`src/rtl/stream_beat_packer_pkg.sv`:
```
// Shared constants, output-word type and lane keep-mask helper for the beat packer.
// The optional early-close path is enabled with PACKER_FLUSH_EN.
package stream_pkg;
  localparam int DATA_WIDTH_DEF = 8;
  localparam int PACK_RATIO_DEF = 4;
  localparam int PACK_RATIO_MAX = 16;

  typedef struct packed {
    logic [DATA_WIDTH_DEF*PACK_RATIO_DEF-1:0] data;
    logic [PACK_RATIO_DEF-1:0]                keep;
    logic                                     last;
  } out_word_t;

  // Lanes 0..cnt hold real beats.
  function automatic logic [PACK_RATIO_MAX-1:0] keep_mask(input int cnt);
    logic [PACK_RATIO_MAX-1:0] m;
    for (int i = 0; i < PACK_RATIO_MAX; i++) m[i] = (i <= cnt);
    return m;
  endfunction
endpackage

```
`src/rtl/stream_beat_packer_if.sv`:
```
// Narrow-beat input and wide-word output handshakes of the beat packer.
// in_last/out_keep/out_last exist only with PACKER_FLUSH_EN.
interface stream_beat_packer_if import stream_pkg::*; #(
  parameter int data_width = DATA_WIDTH_DEF,
  parameter int pack_ratio = PACK_RATIO_DEF
);
  logic                             in_valid;
  logic [data_width-1:0]            in_data;
  logic                             in_ready;
  logic                             out_valid;
  logic [data_width*pack_ratio-1:0] out_data;
  logic                             out_ready;
`ifdef PACKER_FLUSH_EN
  logic                             in_last;
  logic [pack_ratio-1:0]            out_keep;
  logic                             out_last;
`endif

  modport master (
    output in_valid, in_data, out_ready,
`ifdef PACKER_FLUSH_EN
    output in_last,
    input  out_keep, out_last,
`endif
    input  in_ready, out_valid, out_data
  );

  modport slave (
    input  in_valid, in_data, out_ready,
`ifdef PACKER_FLUSH_EN
    input  in_last,
    output out_keep, out_last,
`endif
    output in_ready, out_valid, out_data
  );
endinterface

```
`src/rtl/stream_beat_packer_out_reg.sv`:
```
// Registered wide-word output stage with valid/ready drain; load_ok tells the
// packer a closing beat can be taken this cycle. PACKER_FLUSH_EN adds keep/last.
module pack_out_reg #(
  parameter int data_width = 8,
  parameter int pack_ratio = 4
) (
  input  logic                             clk,
  input  logic                             rst,
  input  logic                             load,
  input  logic [data_width*pack_ratio-1:0] data_in,
`ifdef PACKER_FLUSH_EN
  input  logic [pack_ratio-1:0]            keep_in,
  input  logic                             last_in,
  output logic [pack_ratio-1:0]            keep,
  output logic                             last,
`endif
  input  logic                             ready,
  output logic                             valid,
  output logic [data_width*pack_ratio-1:0] data,
  output logic                             load_ok
);
  assign load_ok = !valid || ready;

  // Load wins over drain; the packer only loads when load_ok, so a stalled word is never overwritten.
  always_ff @(posedge clk) begin
    if (rst) begin
      valid <= 1'b0;
      data  <= '0;
`ifdef PACKER_FLUSH_EN
      keep  <= '0;
      last  <= 1'b0;
`endif
    end else if (load) begin
      valid <= 1'b1;
      data  <= data_in;
`ifdef PACKER_FLUSH_EN
      keep  <= keep_in;
      last  <= last_in;
`endif
    end else if (ready) begin
      valid <= 1'b0;
    end
  end
endmodule

```
`src/rtl/stream_beat_packer.sv`:
```
// Packs pack_ratio narrow beats into one wide word on a registered valid/ready output.
// PACKER_FLUSH_EN: in_last closes a word early, with out_keep/out_last describing it.
module stream_beat_packer import stream_pkg::*; #(
  parameter int data_width = DATA_WIDTH_DEF,
  parameter int pack_ratio = PACK_RATIO_DEF
) (
  input logic           clk,
  input logic           rst,
  stream_beat_packer_if.slave bus
);
  localparam int CW = $clog2(pack_ratio);

  logic [CW-1:0]                         cnt;
  logic [pack_ratio-2:0][data_width-1:0] acc;
  logic [pack_ratio-1:0][data_width-1:0] word;
  logic closing, accept, load_ok;

`ifdef PACKER_FLUSH_EN
  assign closing = (cnt == CW'(pack_ratio-1)) || bus.in_last;
`else
  assign closing = (cnt == CW'(pack_ratio-1));
`endif

  // Non-closing beats never touch the output register, so they flow during a stall.
  assign bus.in_ready = !rst && (load_ok || !closing);
  assign accept       = bus.in_valid && bus.in_ready;

  // Lanes above cnt are already zero in acc, so an early close leaves them clear.
  always_comb begin
    word = '0;
    for (int l = 0; l < pack_ratio-1; l++) word[l] = acc[l];
    for (int l = 0; l < pack_ratio; l++)
      if (cnt == CW'(l)) word[l] = bus.in_data;
  end

  always_ff @(posedge clk) begin
    if (rst) begin
      cnt <= '0;
      acc <= '0;
    end else if (accept) begin
      if (closing) begin
        cnt <= '0;
        acc <= '0;
      end else begin
        for (int l = 0; l < pack_ratio-1; l++)
          if (cnt == CW'(l)) acc[l] <= bus.in_data;
        cnt <= cnt + CW'(1);
      end
    end
  end

  pack_out_reg #(.data_width(data_width), .pack_ratio(pack_ratio)) u_out (
    .clk     (clk),
    .rst     (rst),
    .load    (accept && closing),
    .data_in (word),
`ifdef PACKER_FLUSH_EN
    .keep_in (pack_ratio'(keep_mask(int'(cnt)))),
    .last_in (bus.in_last),
    .keep    (bus.out_keep),
    .last    (bus.out_last),
`endif
    .ready   (bus.out_ready),
    .valid   (bus.out_valid),
    .data    (bus.out_data),
    .load_ok (load_ok)
  );
endmodule

```
`src/flat_wrapper.sv`:
```
// flat-port wrapper written by rule: the top's interface ports become plain ports
module stream_beat_packer_flat import stream_pkg::*;
#(
  parameter int data_width = DATA_WIDTH_DEF,
  parameter int pack_ratio = PACK_RATIO_DEF
)
  (clk, rst, bus_in_valid, bus_in_data, bus_out_ready, bus_in_ready, bus_out_valid, bus_out_data);
  stream_beat_packer_if #(.data_width(data_width), .pack_ratio(pack_ratio)) bus_i ();
  input logic clk;
  input logic rst;
  input wire logic [$bits(bus_i.in_valid)-1:0] bus_in_valid;
  input wire logic [$bits(bus_i.in_data)-1:0] bus_in_data;
  input wire logic [$bits(bus_i.out_ready)-1:0] bus_out_ready;
  output wire logic [$bits(bus_i.in_ready)-1:0] bus_in_ready;
  output wire logic [$bits(bus_i.out_valid)-1:0] bus_out_valid;
  output wire logic [$bits(bus_i.out_data)-1:0] bus_out_data;
  assign bus_i.in_valid = bus_in_valid;
  assign bus_i.in_data = bus_in_data;
  assign bus_i.out_ready = bus_out_ready;
  assign bus_in_ready = bus_i.in_ready;
  assign bus_out_valid = bus_i.out_valid;
  assign bus_out_data = bus_i.out_data;
  stream_beat_packer #(.data_width(data_width), .pack_ratio(pack_ratio)) u_core (.clk(clk), .rst(rst), .bus(bus_i));
endmodule
```
`config.mk`:
```
export PLATFORM = sky130hd
export DESIGN_NAME = stream_beat_packer_flat
export DESIGN_NICKNAME = d
export VERILOG_FILES = /design/src/rtl/stream_beat_packer_pkg.sv /design/src/rtl/stream_beat_packer_if.sv /design/src/rtl/stream_beat_packer_out_reg.sv /design/src/rtl/stream_beat_packer.sv /design/src/flat_wrapper.sv
export SDC_FILE = /design/constraint.sdc
export NUM_CORES = 1
export LEC_CHECK = 0
export BUFFER_PORTS_ARGS = -buffer_cell sky130_fd_sc_hd__buf_2
export CAP_MARGIN = 20
export CORE_MARGIN = 2
export CORE_UTILIZATION = 55
export DETAILED_ROUTE_END_ITERATION = 8
export GPL_TIMING_DRIVEN = 0
export MAX_ROUTING_LAYER = met4
export PLACE_DENSITY = 0.79
export SYNTH_ARGS = -nofsm -noshare
export SYNTH_HDL_FRONTEND = slang
export SYNTH_SLANG_ARGS = --single-unit
```
`constraint.sdc`:
```
create_clock -name clk -period 2.26 [get_ports clk]
set_clock_uncertainty 0.15 [all_clocks]
set_input_delay 0.452 -clock clk [delete_from_list [all_inputs] [get_ports clk]]
set_output_delay 0.452 -clock clk [all_outputs]
set_load 0.02 [all_outputs]
```
Yosys cells after proc, flatten, opt, wreduce, memory -nomap -nowiden
Index checks and enable logic that the tools add are counted.

storage, ports and cells
  flip-flop bits (word level) = 59
  output and inout bits = 34
  word-level logic and storage cells = 28

operators by class
  add/sub/neg operators = 1
  eq/ne operators = 3
  muxes and demuxes = 8
  reduce and logical (&&, ||, !) cells = 10

operator list
  kind                 number
  $mux 8               4
  $mux 24              1
  $eq 2x2->1 const B   2
  $logic_and 1x1->1    3
  $logic_not 1->1      3
  $add 2x1->2 const B  1
  $eq 2x1->1 const B   1
  $logic_not 2->1      1
  $logic_or 1x1->1     2
  $mux 1               2
  $mux 2               1
  $reduce_bool 2->1    1

Logic depth before layout (Yosys ltp)
  depth after elaboration = 7
  depth in mapped cells = 7
  gate-level depth less buffers = 5

Cells and area by module
Synthesis repeated with hierarchy kept, for this count alone.

unflattened totals
  cell total of the unflattened synthesis = 213
  area, all modules = 2,502.4 µm²

by module, submodules not included
  module              instances  cells an instance  area an instance (µm²)  seq. area each (µm²)
  stream_beat_packer  1          105                1,297.5                 520.5
  pack_out_reg        1          108                1,204.9                 660.6

Least setup slack after synthesis
OpenSTA, ideal clock, no wires.

  path type = input to output
  start point = input rst
  end point = output bus_in_ready
  data arrival time = 1.171 ns
  data required time = 1.658 ns
  setup slack = 0.487 ns
  stages = 3
  path buffers = 2
  path through = buf_2 buf_2 a21oi_1

on the way
  cells in the longest elaborated chain, start to end = 2

RTL lines
  item                RTL line                  source
  start: declaration  flat_wrapper.sv:10        input logic rst;
  $logic_not 1->1     stream_beat_packer.sv:25  assign bus.in_ready = !rst && (load_ok || !closing);
  $logic_and 1x1->1   stream_beat_packer.sv:25
  end: declaration    flat_wrapper.sv:14        output wire logic [$bits(bus_i.in_ready)-1:0] bus_in_ready;

No other way between the ends.

Worst setup path after layout
Same ends and word-level chain as after synthesis.

==> impl_metrics.json <==
{
  "outcome": "finished clean",
  "global_route.usage.met3_pct": 5.83,
  "drv_slew": 0,
  "quantity_of_gates_resized_following_cts": 0,
  "cp.arrival_ps": 1420,
  "timing.max_slew.rel_slack_pct": 52.7,
  "setup-tns-final_ps": 0,
  "first_iter_violations": 105,
  "initial_utilization_pct": 57.9,
  "synth_top_cell_area_share_pct": 46.2,
  "ys_seq_elements": 59,
  "core_region_area_um2": 4410,
  "routed_via_density": 5.85,
  "global_route_congestion_overflow_total": 0,
  "syn-num-nets": 254,
  "critical_path_class": "input pin to output port",
  "final_layout_size_suffix_gt1_share_pct": 33.0,
  "place_ws_ps": 235,
  "final_design_area_no_fill_um2": 3030,
  "grtUsageMet1_pct": 31.9,
  "worst_slew_pin_slew_ps": 709,
  "row_count": 24,
  "io-pin-count": 46,
  "global_route.usage.met2_pct": 41.6,
  "p_leak_nw": 1.24,
  "synthesis.instances": 238,
  "cts_hold_buf": 0,
  "synth_warnings": 0,
  "grt.busiest_layer": "met2",
  "yosysSeqAreaShare_pct": 46.2,
  "cts_made_buffers": 9,
  "final_hold_viol_count": 0,
  "grt_max_degree": 11,
  "weighted_congestion_reported_at_the_end_of_routability_driven_placement": 0.815,
  "worstSkewPairLatency_ps": 340,
  "syn_to_final_growth_pct": 18.4,
  "crit_path_end_kind": "output port",
  "worst_vdd_rail_ir_drop_uv": 449,
  "synth-edff-count": 0,
  "post_cts_buffers": 0,
  "ant_nets": 0,
  "total_power_mw": 2.20,
  "post_layout_nonfiller_instances": 349,
  "setup_viol": 0,
  "via_count": 2040,
  "cts_buffer_depth": 2,
  "synth_most_common_cell": "sky130_fd_sc_hd__dfxtp_1",
  "drc_errors": 0,
  "synth-async-reset-ratio_pct": 0,
  "syn_avg_cell_area_um2": 10.7,
  "grt_pass1_vias": 2104,
  "max-cap-violations": 0,
  "grt_setup_unrepaired": "no",
  "global_route.usage.total_pct": 26.6,
  "cp_max_fo": 10,
  "cts_sinks": 59,
  "wl_mm": 6.11,
  "floorplan.die_area_um2": 5210,
  "synth_top_flop_cell": "sky130_fd_sc_hd__dfxtp_1",
  "tritoncts_clock_tree": "built",
  "final_core_util_pct": 68.6,
  "drtPass1Iterations": 4,
  "port-buffer-count": 45,
  "finalNetCount": 310,
  "clockRootBuffer": "sky130_fd_sc_hd__clkbuf_8",
  "power_density_nw_per_um2": 727,
  "post-place-cells": 335,
  "insertedDiodeCount": 0,
  "cp.required_ps": 1660,
  "synthDominantAreaCellType": "sky130_fd_sc_hd__dfxtp_1",
  "netlist_area_um2": 2560,
  "grt_antenna_before_repair": 0,
  "class_of_the_most_critical_hold_timing_path": "input pin to register",
  "final_period_minus_worst_setup_slack_ps": 2030,
  "timing.fmax_mhz": 493,
  "place_area_um2": 2850,
  "synth_commonest_cells": "sky130_fd_sc_hd__dfxtp_1 (59), sky130_fd_sc_hd__a21oi_1 (25), sky130_fd_sc_hd__mux2i_1 (24)",
  "fin_hold_ws_ps": 264,
  "dp.final_hpwl_mm": 4.36,
  "final.setup.worst_slack_ps": 233,
  "ctsHtreeMaxLevel": 3,
  "kind_of_launch_point_of_the_worst_setup_path": "input pin",
  "die_boundary_width_um": 72.2,
  "synthDistinctLibCells": 28,
  "final_min_period_over_clock_period_pct": 89.7,
  "cts.reportedPaths.clkPinSlew_ps": 60,
  "grt_first_pass_wirelength_mm": 10.2,
  "floorplan.die.height_um": 72.2,
  "main_area_contributors_after_synthesis": "sky130_fd_sc_hd__dfxtp_1 (46%), sky130_fd_sc_hd__a211oi_2 (11%), sky130_fd_sc_hd__mux2i_1 (9.4%)",
  "route.detailed.wl_per_inst_um": 17.5
}
-- path summary, 6_finish.rpt --
| check | start | end | slack, ps | cells after the start |
|---|---|---|---|---|
| min | bus_in_data[4] | u_core.u_out.data[28] | 260 | 3 |
| min reg2reg | u_core.u_out.data[29] | u_core.u_out.data[29] | 300 | 2 |
| max | rst | bus_in_ready | 230 | 5 |
| max reg2reg | u_core.cnt[0] | u_core.acc[21] | 320 | 6 |
-- worst max-delay path, stage by stage --
cell and delay (ps):
sky130_fd_sc_hd__buf_2 120, sky130_fd_sc_hd__buf_2 280, sky130_fd_sc_hd__buf_2 330, sky130_fd_sc_hd__a21oi_1 70, sky130_fd_sc_hd__buf_2 170
-- power by group --
group | leakage, nW | internal, mW | switching, mW
Sequential | 0.477 | 1.06 | 0.0122
Clock | 0.0950 | 0.523 | 0.391
Combinational | 0.666 | 0.0801 | 0.134
Total | 1.24 | 1.66 | 0.537
-- per-layer routing --
| layer | vias up | wire length, µm |
|---|---|---|
| met1 | 982 | 2770 |
| met4 | 0 | 158 |
| met5 | - | 0 |
| met3 | 15 | 258 |
| met2 | 54 | 2930 |
| li1 | 989 | - |
-- placed cells by master (no fill, tap or decap), types with 3 or more instances in the layout --
cell	Yosys	routed
sky130_fd_sc_hd__a211oi_2	22	22
sky130_fd_sc_hd__a21oi_1	25	25
sky130_fd_sc_hd__a21oi_2	3	3
sky130_fd_sc_hd__a22o_1	22	22
sky130_fd_sc_hd__a32o_1	3	3
sky130_fd_sc_hd__and2_1	3	3
sky130_fd_sc_hd__buf_2	8	53
sky130_fd_sc_hd__buf_6	5	5
sky130_fd_sc_hd__clkbuf_1	8	9
sky130_fd_sc_hd__clkbuf_8	0	10
sky130_fd_sc_hd__dfxtp_1	59	59
sky130_fd_sc_hd__ha_1	4	4
sky130_fd_sc_hd__inv_1	3	3
sky130_fd_sc_hd__mux2i_1	24	24
sky130_fd_sc_hd__nand2_1	8	8
sky130_fd_sc_hd__nand3_1	8	8
sky130_fd_sc_hd__nor2_1	3	3
sky130_fd_sc_hd__nor2b_1	8	8
sky130_fd_sc_hd__o21a_1	3	3
sky130_fd_sc_hd__o21ai_1	8	8
-- cell families after synthesis --
kind of cell	after synthesis	share of synthesized area (%)
compound gates	89	28.8
buf+inv	25	5.53
flops	59	46.2
mux	24	9.39
fa+ha+maj	4	1.96
simple gates	37	8.17
-- cell type report --
type / count / area [µm²]
sequential: 59 / 1180
fill: 354 / 1390
inverter: 3 / 11.3
buffer: 22 / 130
clock inverter: 3 / 40.0
tap: 52 / 65.1
clock buffer: 11 / 141
multi-input combinational: 154 / 1230
timing repair buffer: 45 / 225
-- sequential cells by signal (all words and copies together), names as in the netlist --
signal and flops:
u_core.u_out.data 32, u_core.acc 24, u_core.cnt 2, u_core.u_out.valid 1
No activity file was read; power rests on OpenSTA's default activity.
